**config.mk**
```make
export PLATFORM = sky130hd
export DESIGN_NAME = note_sequencer
export DESIGN_NICKNAME = d
export VERILOG_FILES = /design/src/rtl/note_sequencer.sv
export SDC_FILE = /design/constraint.sdc
export NUM_CORES = 1
export LEC_CHECK = 0
export ABC_CLOCK_PERIOD_IN_PS = 5400
export CORE_AREA = 2 2 131 133
export DETAILED_ROUTE_END_ITERATION = 10
export DIE_AREA = 0 0 133 135
export PLACE_DENSITY = 0.63
export SYNTH_ARGS = -nofsm -noshare
export SYNTH_HDL_FRONTEND = slang
export SYNTH_SLANG_ARGS = --single-unit
export TNS_END_PERCENT = 20
```
**constraint.sdc**
```tcl
create_clock -name clk_in -period 5.4 [get_ports clk_in]
set_clock_uncertainty 0.2 [all_clocks]
set_input_delay 1.08 -clock clk_in [delete_from_list [all_inputs] [get_ports clk_in]]
set_output_delay 1.08 -clock clk_in [all_outputs]
set_load 0.02 [all_outputs]
```
**src/rtl/note_sequencer.sv**
```systemverilog
// Purpose: queues (tone, duration, rest) events and replays them as a timed note_index stream.
// Latency: event accepted at edge k reaches note_index at edge k+2 when idle; queued notes play with no gap.
// Backpressure: note_ready drops while the event FIFO is full; a push is refused even if a pop happens that cycle.
module note_sequencer #(
  parameter int CLK_HZ     = 100_000_000,
  parameter int BPM        = 120,
  parameter int FIFO_DEPTH = 8,
  parameter int GAP_CYCLES = 4
) (
  input  logic                          clk_in,
  input  logic                          rst_in,
  input  logic                          note_valid,
  output logic                          note_ready,
  input  logic [5:0]                    note_tone,
  input  logic [1:0]                    note_dur,
  input  logic                          note_is_rest,
  input  logic                          flush_in,
  output logic [5:0]                    note_index,
  output logic                          note_index_ready,
  output logic                          busy,
  output logic [$clog2(FIFO_DEPTH):0]   fifo_count
);

  // 64-bit product so realistic clock rates do not overflow before the divide
  localparam longint EIGHTH_L = (longint'(CLK_HZ) * 30) / longint'(BPM);
  localparam int     EIGHTH   = int'(EIGHTH_L);
  localparam int     CNT_W    = $clog2(8 * EIGHTH + 1);
  localparam int     PTR_W    = $clog2(FIFO_DEPTH);
  localparam int     CW       = PTR_W + 1;
  localparam logic [CNT_W-1:0] EIGHTH_C = CNT_W'(EIGHTH);
  localparam logic [CNT_W-1:0] GAP_C    = CNT_W'(GAP_CYCLES);

  typedef enum logic [1:0] {S_IDLE, S_PLAY, S_GAP, S_REST} state_t;

  // FIFO entry: {rest, dur[1:0], tone[5:0]}; tone 0 is folded into the rest flag at push time
  logic [8:0]       mem_q [FIFO_DEPTH];
  logic [PTR_W-1:0] wr_ptr_q, rd_ptr_q;
  logic [CW-1:0]    count_q, count_d;
  logic             push, pop, start;

  state_t           state_q, state_d;
  logic [CNT_W-1:0] cnt_q, cnt_d, dur_cycles;
  logic [5:0]       tone_q, tone_d;
  logic [5:0]       note_index_q;
  logic             ready_q;

  logic [8:0]       head;
  logic             head_rest;
  logic [1:0]       head_dur;
  logic [5:0]       head_tone;

  assign head       = mem_q[rd_ptr_q];
  assign head_rest  = head[8];
  assign head_dur   = head[7:6];
  assign head_tone  = head[5:0];
  assign dur_cycles = EIGHTH_C << head_dur;

  assign note_ready       = (count_q != CW'(FIFO_DEPTH));
  assign push             = note_valid && note_ready && !flush_in;
  assign fifo_count       = count_q;
  assign note_index       = note_index_q;
  assign note_index_ready = ready_q;
  assign busy             = (state_q != S_IDLE) || (count_q != '0);

  // Event storage; contents need no reset because the pointers define validity
  always_ff @(posedge clk_in) begin
    if (push) mem_q[wr_ptr_q] <= {note_is_rest || (note_tone == 6'd0), note_dur, note_tone};
  end

  // Occupancy: push and pop in the same cycle cancel out
  always_comb begin
    count_d = count_q;
    case ({push, pop})
      2'b10:   count_d = count_q + CW'(1);
      2'b01:   count_d = count_q - CW'(1);
      default: count_d = count_q;
    endcase
    if (flush_in) count_d = '0;
  end

  // FIFO pointers and count; pointers wrap naturally since depth is a power of two
  always_ff @(posedge clk_in or posedge rst_in) begin
    if (rst_in) begin
      wr_ptr_q <= '0;
      rd_ptr_q <= '0;
      count_q  <= '0;
    end else if (flush_in) begin
      wr_ptr_q <= '0;
      rd_ptr_q <= '0;
      count_q  <= '0;
    end else begin
      if (push) wr_ptr_q <= wr_ptr_q + PTR_W'(1);
      if (pop)  rd_ptr_q <= rd_ptr_q + PTR_W'(1);
      count_q <= count_d;
    end
  end

  // Playback FSM: a single down-counter spans the whole event; PLAY hands over to GAP
  // when the remaining count equals the articulation tail
  always_comb begin
    state_d = state_q;
    cnt_d   = cnt_q;
    tone_d  = tone_q;
    start   = 1'b0;
    pop     = 1'b0;
    case (state_q)
      S_IDLE: begin
        if (count_q != '0) start = 1'b1;
      end
      default: begin
        if (cnt_q == '0) begin
          if (count_q != '0) start = 1'b1;
          else               state_d = S_IDLE;
        end else begin
          cnt_d = cnt_q - CNT_W'(1);
          if (state_q == S_PLAY && cnt_q == GAP_C) state_d = S_GAP;
        end
      end
    endcase
    if (start) begin
      pop     = 1'b1;
      state_d = head_rest ? S_REST : S_PLAY;
      cnt_d   = dur_cycles - CNT_W'(1);
      tone_d  = head_tone;
    end
    if (flush_in) begin
      pop     = 1'b0;
      state_d = S_IDLE;
      cnt_d   = '0;
    end
  end

  // FSM state register
  always_ff @(posedge clk_in or posedge rst_in) begin
    if (rst_in) begin
      state_q <= S_IDLE;
      cnt_q   <= '0;
      tone_q  <= '0;
    end else begin
      state_q <= state_d;
      cnt_q   <= cnt_d;
      tone_q  <= tone_d;
    end
  end

  // Registered output stream, one edge behind the state that produces it
  always_ff @(posedge clk_in or posedge rst_in) begin
    if (rst_in) begin
      note_index_q <= '0;
      ready_q      <= 1'b0;
    end else if (flush_in) begin
      note_index_q <= '0;
      ready_q      <= 1'b0;
    end else begin
      note_index_q <= (state_q == S_PLAY) ? tone_q : 6'd0;
      ready_q      <= (state_q != S_IDLE);
    end
  end

endmodule
```
# --- Word-level counts from Yosys, hierarchy flattened ---
# Memory sizes are Yosys's and may differ from the RTL's.
# Cells that the tools add are included.
# Widths: inputs -> output; s select.
op_classes:
  n_eq_ne: 8
  n_mux: 27
  add_sub_neg: 6
  n_reduce_logical: 17
  shift: 1
op_table:
  columns: ["cell", "count"]
  rows:
  - ["$mux 28", 4]
  - ["$sub 28x1->28 const B", 2]
  - ["$eq 28x3->1 const B", 1]
  - ["$logic_not 28->1", 1]
  - ["$shl 25x2->28 const A", 1]
  - ["$mux 2", 7]
  - ["$mux 3", 4]
  - ["$mux 6", 2]
  - ["$mux 1", 8]
  - ["$ne 4x4->1 const B", 2]
  - ["$pmux 4 s2", 1]
  - ["$reduce_bool 4->1", 2]
  - ["$add 3x1->3 const B", 2]
  - ["$logic_not 6->1", 1]
  - ["$ne 3x3->1 const B", 2]
  - ["$reduce_bool 2->1", 3]
  - ["$add 4x1->4 const B", 1]
  - ["$eq 2x1->1 const B", 2]
  - ["$mux 4", 1]
  - ["$sub 4x1->4 const B", 1]
  - ["$logic_and 1x1->1", 3]
  - ["$reduce_and 3->1", 1]
  - ["$reduce_bool 3->1", 1]
  - ["$eq 2x2->1 const B", 1]
  - ["other kinds (4)", 5]
totals:
  memories: 1
  elab_cells: 68
  ram_bits: 72
  register_bits: 53
memory_table:
  columns: ["name", "words", "word_bits", "read_ports", "rd_ports_with_merged_regs", "write_ports", "line_no", "source"]
  rows:
  - ["mem_q", 8, 9, 1, 0, 1, "36", "logic [8:0] mem_q [FIFO_DEPTH];"]

# --- Longest topological paths before layout ---
# Gate-level depths: netlist of run 1.
logic_depth:
  ltp_word: 9
  depth_mapped: 15
  mapped_depth_nobuf: 12

# --- Worst setup path after synthesis of run 1 ---
# OpenSTA, ideal clock, no wires.
synth_timing:
  kind: "register to register"
  from: "register cnt_q[9]"
  to: "register cnt_q[26]"
  required_time_ns: 5.067
  period_less_slack_ns: 3.752
  path_stages_with_launch: 15
  path_buffers: 2
  arrival_ns: 3.418
  slack_ns: 1.648
  path_cell_list: "dfrtp_1 -> or4_4 -> nor3_4 -> a41o_1 -> buf_4 -> nand2_2 -> clkbuf_1 -> nand2_1 -> ha_1 -> or3b_2 -> nor3_4 -> nand3b_1 -> a211oi_1 -> nor2b_1 -> a311oi_1"
synth_via:
  elab_chain_len: 5
  elab_cells_between_ends: 11
synth_lines:
  columns: ["element", "line_no", "source"]
  rows:
  - ["start, declared", "42", "logic [CNT_W-1:0] cnt_q, cnt_d, dur_cycles;"]
  - ["start signal, assigned", "141", "cnt_q <= cnt_d;"]
  - ["$sub 28x1->28 or $logic_not 28->1 (tied branches)", "115, 111", null]
  - ["$mux 28 or $mux 1 (tied branches)", "111", "if (cnt_q == '0) begin"]
  - ["$mux 28 or $mux 1 (tied branches)", "106", "case (state_q)"]
  - ["$mux 28 or $ne 3x3->1 (tied branches)", null, null]
  - ["$mux 28 or $reduce_and 2->1 (tied branches)", null, null]
# Parallel ways exist; a longest one is shown, timed or not. The select of a mux whose other input is x is not followed.
# A chain may end at the register's enable or synchronous reset.

# --- Worst setup path in the final report of run 1 ---
layout_timing:
  from: "register cnt_q[4]"
  to: "register cnt_q[26]"
# The elaborated chain is that of the path after synthesis.

==> impl_metrics.toml, run 1 <==
[setup_path]
cp_top_family = "simple AND/OR/NAND/NOR gates"
critical_path.slowest_cell = "or4_1"
worst_path_largest_cell_delay_ns = 0.75
end_kind = "register"
crit_buf_inv = 0
path_class = "reg2reg"
cp.arrival_ns = 4.69
required_ns = 5.50
critPathLaunchType = "register"
worst-path-max-fanout = 23
path_cells = "or4_1 > nor2_2 > a41o_1 > nand2_2 > nand2_1 > ha_1 > or3b_2 > nor3_4 > nand3b_1 > o31ai_1 > a21oi_1 > a311oi_1"

[global_route]
antenna_found_initial = 0
grt_max_degree = 54
overflow = 0
groute.usage.overall_pct = 14.7
grt_pass1_wl_mm = 20.5
grt_pass1_vias = 3941

[run]
max-cap-violations = 0

[yosys]
syn_area_per_cell_sq_um = 12.8
synthCells = 454
syn_area_sq_mm = 0.00582
synth_flop_cell = "edfxtp_1"
ys_top_cells_by_area = "edfxtp_1, dfrtp_1, mux4_2, a21oi_1, nor2_1"
synth_largest_area_cell = "edfxtp_1"
yosysUniqueCellTypes = 63
yosysWarnings = 0
syn_nets = 473
yosys.area.top_type_share_pct = 37.1
synth_edf_count = 72
ys_seq_area_share_pct = 59.9
async_reset_ff_share_pct = 42.4
synth-seq-cells = 125

[floorplanning]
coreArea_sq_mm = 0.0164
die_w_um = 133
die_h_um = 135
initial_utilization_pct = 35.5
die_area_sq_mm = 0.0180
fp-row-count = 47
io_pins = 26

[pwr]
swShare_pct = 39.3
irDropWorstVdd_uv = 281
power_switching_w = 0.00154
powerDensity_mw_per_mm2 = 575
combinationalPowerShare_pct = 39.7
pwr-share-seq_pct = 34.8
intPower_w = 0.00237
p_leak_nw = 2.43
power.share.clock_pct = 25.5

[finish]
layout_common_cells = "edfxtp_1, dfrtp_1, nor2_1"
final_common_cell = "edfxtp_1"
antenna_cells = 0
area_delta_synth_final_pct = 16.8
drive_gt1_share_pct = 15.9
utilization_pct = 41.5
finalNetCount = 497

[timing]
worst_pin_slew_ns = 1.08
period_needed_ns = 4.59
finalHoldViolCount = 0
post-route-period-util_pct = 84.9
maxSlewHeadroom_pct = 28.0
slew_violations = 0
fmax_ghz = 0.218
fin_ws_ns = 0.813
rsz0062_at_grt = "false"
tns_ns = 0
finalSetupViolCount = 0

[route]
drt_first_pass_iters = 5
routed-via-count = 3826
antenna_left = 0
post-route-drc-count = 0
wl_per_cell_um = 17.2
drtIter0Drc = 334
drt-total-wl_mm = 12.2
vias_per_cell = 5.39

[clock_tree]
cts_buffers = 17
post_cts_buffers = 0
clk_pin_slew_worst_paths_ns = 0.06
cts_resized = 0
h-tree-depth = 4
cts-hold-fix-buffers = 0
clkSinkCount = 125
cts_tree = "done"
clkLatencyLatePin_ns = 0.42
clockRootBuffer = "clkbuf_16"
clock_tree.buffer_depth = 2

[placement]
io_buffers = 25
dpl.hpwl_mm = 7.87
dp_slack_ns = 0.928
gp_congestion = 0.889

[status]
status = "completed"

[hold_path]
hold_class = "reg2reg"
==> flip-flops by register name, summed over array words and instances, names as in the netlist <==
| register | cells |
|---|---|
| cnt_q | 28 |
| fifo_count | 4 |
| mem_q | 72 |
| note_index | 6 |
| note_index_ready | 1 |
| rd_ptr_q | 3 |
| state_q | 2 |
| tone_q | 6 |
| wr_ptr_q | 3 |
==> logic make-up after synthesis <==
group / count (synthesis) / synth area share, %
adder cells (fa/ha/maj): 6 / 1.42
flip-flops: 125 / 59.9
buffers and inverters: 33 / 2.69
AO/OA/AOI/OAI: 104 / 11.7
XOR/XNOR: 6 / 0.903
multiplexers: 30 / 9.05
AND/OR/NAND/NOR: 150 / 14.3
==> power groups by stage <==
| stage | clock network (W) | logic, W | registers, W |
|---|---|---|---|
| floorplan | 0 | 0.00123 | 0.00132 |
| global placement | 0 | 0.00152 | 0.00137 |
| detailed placement | 0 | 0.00155 | 0.00138 |
| CTS | 0.00102 | 0.00155 | 0.00136 |
| global route | 0.00106 | 0.00172 | 0.00139 |
| finish | 0.000998 | 0.00155 | 0.00136 |
==> layer usage <==
layer | up-vias | routed length, um | global-route usage [%]
li1 | 1785 | - | -
met1 | 1919 | 5280 | 18.3
met2 | 102 | 6120 | 24.5
met3 | 20 | 640 | 4.28
met4 | 0 | 171 | 5.26
met5 | - | 0 | 0
==> per-stage QoR <==
step / total power, W / hold slack, ns / cell area, sq um / instances
global route: 0.00417 / 0.301 / 6800 / 710
floorplan: 0.00256 / 0.240 / 5820 / 454
CTS: 0.00393 / 0.284 / 6800 / 710
detailed placement: 0.00293 / 0.271 / 6280 / 679
global placement: 0.00289 / 0.259 / 6280 / 679
finish: 0.00391 / 0.282 / 6800 / 710
==> path summary, 6_finish.rpt <==
check / slack [ns] / from / cells past startpoint / end
max: 0.81 / cnt_q[4] / 12 / cnt_q[26]
min: 0.28 / tone_q[0] / 2 / tone_q[0]
max reg2reg: 0.81 / cnt_q[4] / 12 / cnt_q[26]
min reg2reg: 0.28 / tone_q[0] / 2 / tone_q[0]
max in group asynchronous: 3.58 / rst_in / 3 / cnt_q[13]
min in group asynchronous: 0.97 / rst_in / 3 / tone_q[0]
==> cell usage after synthesis, drive strengths merged, types with 4 or more instances <==
master / count
and2: 9
mux4: 18
nand3: 6
nor2: 37
nand3b: 5
or3: 7
a311oi: 4
edfxtp: 72
o21ai: 28
clkbuf: 11
or4: 5
nor3: 19
or2: 6
mux2i: 11
buf: 17
a21oi: 29
a31oi: 5
a211oi: 9
nor4: 10
o31ai: 6
nand2: 29
dfrtp: 53
ha: 5
nand2b: 7
inv: 5
==> area by class of cell <==
type                            count  area, sq um
Fill cell                        1502         9610
Inverter                            5         18.8
Clock inverter                     13         95.1
Clock buffer                       18          429
Tap cell                          220          275
Timing Repair Buffer               33          310
Sequential cell                   125         3490
Multi-Input combinational cell    296         2180
==> tightest hold or removal path, delay by kind of cell (launching register included) <==
family	cells	cell delay, ns
DFF	1	0.33
AOI/OAI and AO/OA	1	0.06
and+or+nand+nor	1	0.05
Power figures use the tool's default switching activity.
==> run 2: changes to the inputs <==
--- a/config.mk
+++ b/config.mk
@@ -5,7 +5,7 @@
 export SDC_FILE = /design/constraint.sdc
 export NUM_CORES = 1
 export LEC_CHECK = 0
-export ABC_CLOCK_PERIOD_IN_PS = 5400
+export ABC_CLOCK_PERIOD_IN_PS = 4420
 export CORE_AREA = 2 2 131 133
 export DETAILED_ROUTE_END_ITERATION = 10
 export DIE_AREA = 0 0 133 135
==> constraint.sdc (replaced) <==
create_clock -name clk_in -period 4.42 [get_ports clk_in]
set_clock_uncertainty 0.2 [all_clocks]
set_input_delay 0.884 -clock clk_in [delete_from_list [all_inputs] [get_ports clk_in]]
set_output_delay 0.884 -clock clk_in [all_outputs]
set_load 0.02 [all_outputs]
==> run 2 against run 1 <==
  * Setup slack got worse by 0.32 ns
  * First-iteration DRC count shrank 6.9%
  * Power rose by 27%
  * Core utilization up 0.70 points
  * Sequential share of layout area decreased by 0.85 points
  * Largest cell class unchanged
==> impl_metrics.toml, run 2 (synthesis results as in run 1) <==
[route]
drt-total-wl_mm = 12.5
routed-via-count = 3891
antenna_left = 0
drt_first_pass_iters = 4
post-route-drc-count = 0
drtIter0Drc = 311
wl_per_cell_um = 17.4
vias_per_cell = 5.40

[clock_tree]
h-tree-depth = 4
clkLatencyLatePin_ns = 0.42
cts-hold-fix-buffers = 0
clkSinkCount = 125
cts_tree = "done"
clockRootBuffer = "clkbuf_16"
clock_tree.buffer_depth = 2
clk_pin_slew_worst_paths_ns = 0.06
cts_buffers = 17
cts_resized = 0
post_cts_buffers = 0

[placement]
gp_congestion = 0.847
io_buffers = 25
dpl.hpwl_mm = 8.06

[finish]
area_delta_synth_final_pct = 18.8
layout_common_cells = "edfxtp_1, dfrtp_1, nor2_1"
regMostFlops = "mem_q"
final_common_cell = "edfxtp_1"
drive_gt1_share_pct = 17.6
largest_register_ffs = 72
finalNetCount = 506
antenna_cells = 0
largestRegisters = "mem_q (72), cnt_q (28)"

[timing]
finalHoldViolCount = 0
slew_violations = 0
finalSetupViolCount = 0
post-route-period-util_pct = 89.0
whs_ns = 0.281
period_needed_ns = 3.93
rsz0062_at_grt = "false"
tns_ns = 0
maxSlewHeadroom_pct = 35.2
fmax_ghz = 0.254
worst_pin_slew_ns = 0.969

[hold_path]
hold_class = "reg2reg"
holdCritStartpoint = "tone_q[1]"
hold_depth = 2
min_to = "tone_q[1]"

[setup_path]
cp.arrival_ns = 4.04
end_kind = "register"
path_class = "reg2reg"
r2r_end = "cnt_q[26]"
reg2regPathDepth = 12
rrSetupSlack_ns = 0.49
rr_startpoint = "cnt_q[4]"
worst-path-max-fanout = 8
required_ns = 4.53
critPathLaunchType = "register"

[status]
status = "completed"

[global_route]
busiest_layer = "met2"
use_met1_pct = 18.6
groute.usage.overall_pct = 14.9
antenna_found_initial = 0
met2_usage_pct = 24.3
grt_pass1_wl_mm = 20.6
grt_pass1_vias = 3968
grt_max_degree = 35
overflow = 0
globalRouteMet3Util_pct = 3.42

[floorplanning]
die_h_um = 135
coreArea_sq_mm = 0.0164
initial_utilization_pct = 35.5
fp-row-count = 47
die_area_sq_mm = 0.0180
die_w_um = 133
io_pins = 26

[pwr]
powerDensity_mw_per_mm2 = 720
irDropWorstVdd_uv = 363
p_leak_nw = 2.50

[run]
max-cap-violations = 0
run 2: cell types whose count changed in the layout (fill, tap and decap cells not counted):
cell / change
buf_4: +9
bufinv_16: +1
clkbuf_8: +1
clkinv_2: -3
clkinv_4: -2
clkinvlp_4: -1
inv_6: +5
run 2: metal layers:
metal  wire length, um  part of all wire [%]
met1              5400                    43
met2              6220                    50
met3               643                   5.1
met4               233                   1.9
met5                 0                     0
run 2: worst max-delay path by stage:
stage / startpoint / endpoint / slack, ns / cells after the start
2_1_floorplan: cnt_q[9] / cnt_q[26] / 0.67 / 14
3_3_place_gp: cnt_q[9] / cnt_q[26] / 0.66 / 12
3_5_place_dp: cnt_q[4] / cnt_q[26] / 0.53 / 12
4_1_cts: cnt_q[4] / cnt_q[26] / 0.51 / 12
5_1_grt: cnt_q[4] / cnt_q[22] / 0.21 / 12
6_report: cnt_q[4] / cnt_q[26] / 0.49 / 12
run 2: area by class of cell:
cell class | instances | area (sq um)
inverters | 5 | 18.8
repair buffers | 42 | 378
clock buffers | 19 | 443
fillers | 1475 | 9490
multi-input cells | 296 | 2180
clock inverters | 13 | 129
flip-flops and latches | 125 | 3490
well taps | 220 | 275
run 2: through the flow:
step                      cells  power [W]  instance area, sq um  setup slack (ns)  utilization, %
after floorplan             454    0.00313                  5820             0.668               -
after global placement      688    0.00359                  6340             0.665            38.7
after detailed placement    688    0.00365                  6340             0.530            38.7
after CTS                   720    0.00500                  6920             0.508            42.2
after global routing        720    0.00529                  6920             0.213            42.2
final                       720    0.00498                  6920             0.488            42.2
run 2: worst max-delay path: stages, from the launching register on:
cell	delay (ns)
dfrtp_1	0.44
or4_1	0.75
nor2_2	0.25
a41o_1	0.23
nand2_2	0.07
nand2_1	0.08
ha_1	0.15
or3b_2	0.51
nor3_4	0.32
nand3b_1	0.18
o31ai_1	0.24
a21oi_1	0.10
a311oi_1	0.30
run 2: power breakdown:
group	internal (W)	leakage (nW)	switching (W)
Sequential	0.00144	1.35	0.000197
Clock	0.000800	0.276	0.000545
Combinational	0.000795	0.872	0.00120
Total	0.00303	2.50	0.00195
==> run 3: changes to the inputs <==
--- a/config.mk
+++ b/config.mk
@@ -7,9 +7,10 @@
 export LEC_CHECK = 0
 export ABC_CLOCK_PERIOD_IN_PS = 4420
 export CORE_AREA = 2 2 131 133
+export CTS_CLUSTER_SIZE = 16
 export DETAILED_ROUTE_END_ITERATION = 10
 export DIE_AREA = 0 0 133 135
-export PLACE_DENSITY = 0.63
+export PLACE_DENSITY_LB_ADDON = 0.15
 export SYNTH_ARGS = -nofsm -noshare
 export SYNTH_HDL_FRONTEND = slang
 export SYNTH_SLANG_ARGS = --single-unit
==> run 3 against run 2 <==
  * First-iteration DRC count is 29% lower
  * Via count is 2.4% lower
  * Cell area is 0.22% higher
  * Clock-buffer cell count is 2 lower
  * Global-route usage is 1.1 points higher
  * Power is 0.40% higher
  * Sequential share of layout area is 0.11 points lower
  * Die area stayed put
  * Final cell count is 0.42% higher
  * Clock power hardly changed
  * Combinational power hardly changed
  * Flip-flop and latch count stayed put
==> impl_metrics.toml, run 3 (synthesis results as in run 1) <==
[global_route]
grt_pass1_vias = 3897
overflow = 0
grt_pass1_wl_mm = 21.7
groute.usage.overall_pct = 15.9
grt_max_degree = 41
antenna_found_initial = 0

[timing]
worst_pin_slew_ns = 1.15
post-route-period-util_pct = 90.6
tns_ns = 0
fmax_ghz = 0.250
whs_ns = 0.271
period_needed_ns = 4.01
maxSlewHeadroom_pct = 23.1
rsz0062_at_grt = "false"
finalSetupViolCount = 0
finalHoldViolCount = 0
slew_violations = 0

[hold_path]
min_to = "tone_q[4]"
holdCritStartpoint = "tone_q[4]"
hold_class = "reg2reg"
hold_depth = 2

[setup_path]
crit_start = "cnt_q[4]"
rrSetupSlack_ns = 0.41
end_kind = "register"
path_cells = "or4_1 > nor2_2 > a41o_1 > nand2_2 > nand2_1 > ha_1 > or3b_2 > nor3_4 > nand3b_1 > o31ai_1 > a21oi_1 > a311oi_1"
r2r_end = "cnt_q[26]"
path_class = "reg2reg"
reg2regPathDepth = 12
worst_path_largest_cell_delay_ns = 0.75
critical_path.slowest_cell = "or4_1"
rr_startpoint = "cnt_q[4]"
worst-path-max-fanout = 9
required_ns = 4.54
critPathLaunchType = "register"
cp.arrival_ns = 4.12

[status]
status = "completed"

[floorplanning]
coreArea_sq_mm = 0.0164
initial_utilization_pct = 35.5
die_w_um = 133
fp-row-count = 47
die_area_sq_mm = 0.0180
io_pins = 26
die_h_um = 135

[route]
vias_per_cell = 5.25
wl_per_cell_um = 18.3
drt-total-wl_mm = 13.3
post-route-drc-count = 0
drtIter0Drc = 221
drt_first_pass_iters = 4
antenna_left = 0
routed-via-count = 3799

[placement]
dp.cells = 691
gp_congestion = 0.796
dpl.hpwl_mm = 8.47
io_buffers = 25

[run]
max-cap-violations = 0

[finish]
drive_gt1_share_pct = 18.1
regMostFlops = "mem_q"
utilization_pct = 42.2
largestRegisters = "mem_q (72), cnt_q (28)"
antenna_cells = 0
area_delta_synth_final_pct = 19.0
largest_register_ffs = 72
finalNetCount = 509
final_common_cell = "edfxtp_1"
final_cells = 723
n_fill_cell = 1536
register_area_sq_mm = 0.00349
layout_common_cells = "edfxtp_1, dfrtp_1, nor2_1"
multi_input_area_sq_mm = 0.00218

[clock_tree]
clkSinkCount = 125
cts-hold-fix-buffers = 0
cts_resized = 0
cts_buffers = 17
clock_tree.buffer_depth = 2
clockRootBuffer = "clkbuf_16"
cts_tree = "done"
clkLatencyLatePin_ns = 0.42
h-tree-depth = 4
post_cts_buffers = 0
clk_pin_slew_worst_paths_ns = 0.06

[pwr]
powerDensity_mw_per_mm2 = 721
p_leak_nw = 2.51
irDropWorstVdd_uv = 336
[run 3: worst max path at each step]
stage / to / slack (ns) / cells past startpoint
after CTS: cnt_q[26] / 0.39 / 12
after global placement: cnt_q[26] / 0.51 / 12
after detailed placement: cnt_q[22] / 0.40 / 12
after floorplan: cnt_q[26] / 0.67 / 14
final: cnt_q[26] / 0.41 / 12
after global routing: cnt_q[26] / 0.07 / 12
[run 3: metal layers]
metal	GRT usage [%]	vias up	routed length, um
li1	-	1819	-
met1	20.5	1903	6010
met2	26.5	64	6650
met3	3.79	13	464
met4	5.62	0	142
met5	0	-	0
[run 3: power breakdown]
group	leakage (nW)	internal (W)	switching [W]
registers	1.35	0.00144	0.000214
logic	0.887	0.000817	0.00121
clock network	0.276	0.000782	0.000542
[run 3: worst max-delay path: cells and delay by family (launching register included)]
family / cells / cell delay (ns)
fa+ha+maj: 1 / 0.17
flops: 1 / 0.43
compound gates: 4 / 0.83
simple gates: 7 / 2.28
[run 3: area by class of cell]
cell class                 instances  area share [%]
timing repair buffer              45            5.78
multi-input combinational        296            31.5
clock buffer                      17            6.14
clock inverter                    15            2.00
tap                              220            3.97
inverter                           5           0.271
sequential                       125            50.3
[run 3: per-stage QoR]
step	worst slack, ns	total power (W)	area (sq um)
detailed placement	0.403	0.00369	6370
CTS	0.392	0.00504	6930
global route	0.0722	0.00534	6930
finish	0.414	0.00500	6930
global placement	0.505	0.00369	6370
floorplan	0.668	0.00313	5820
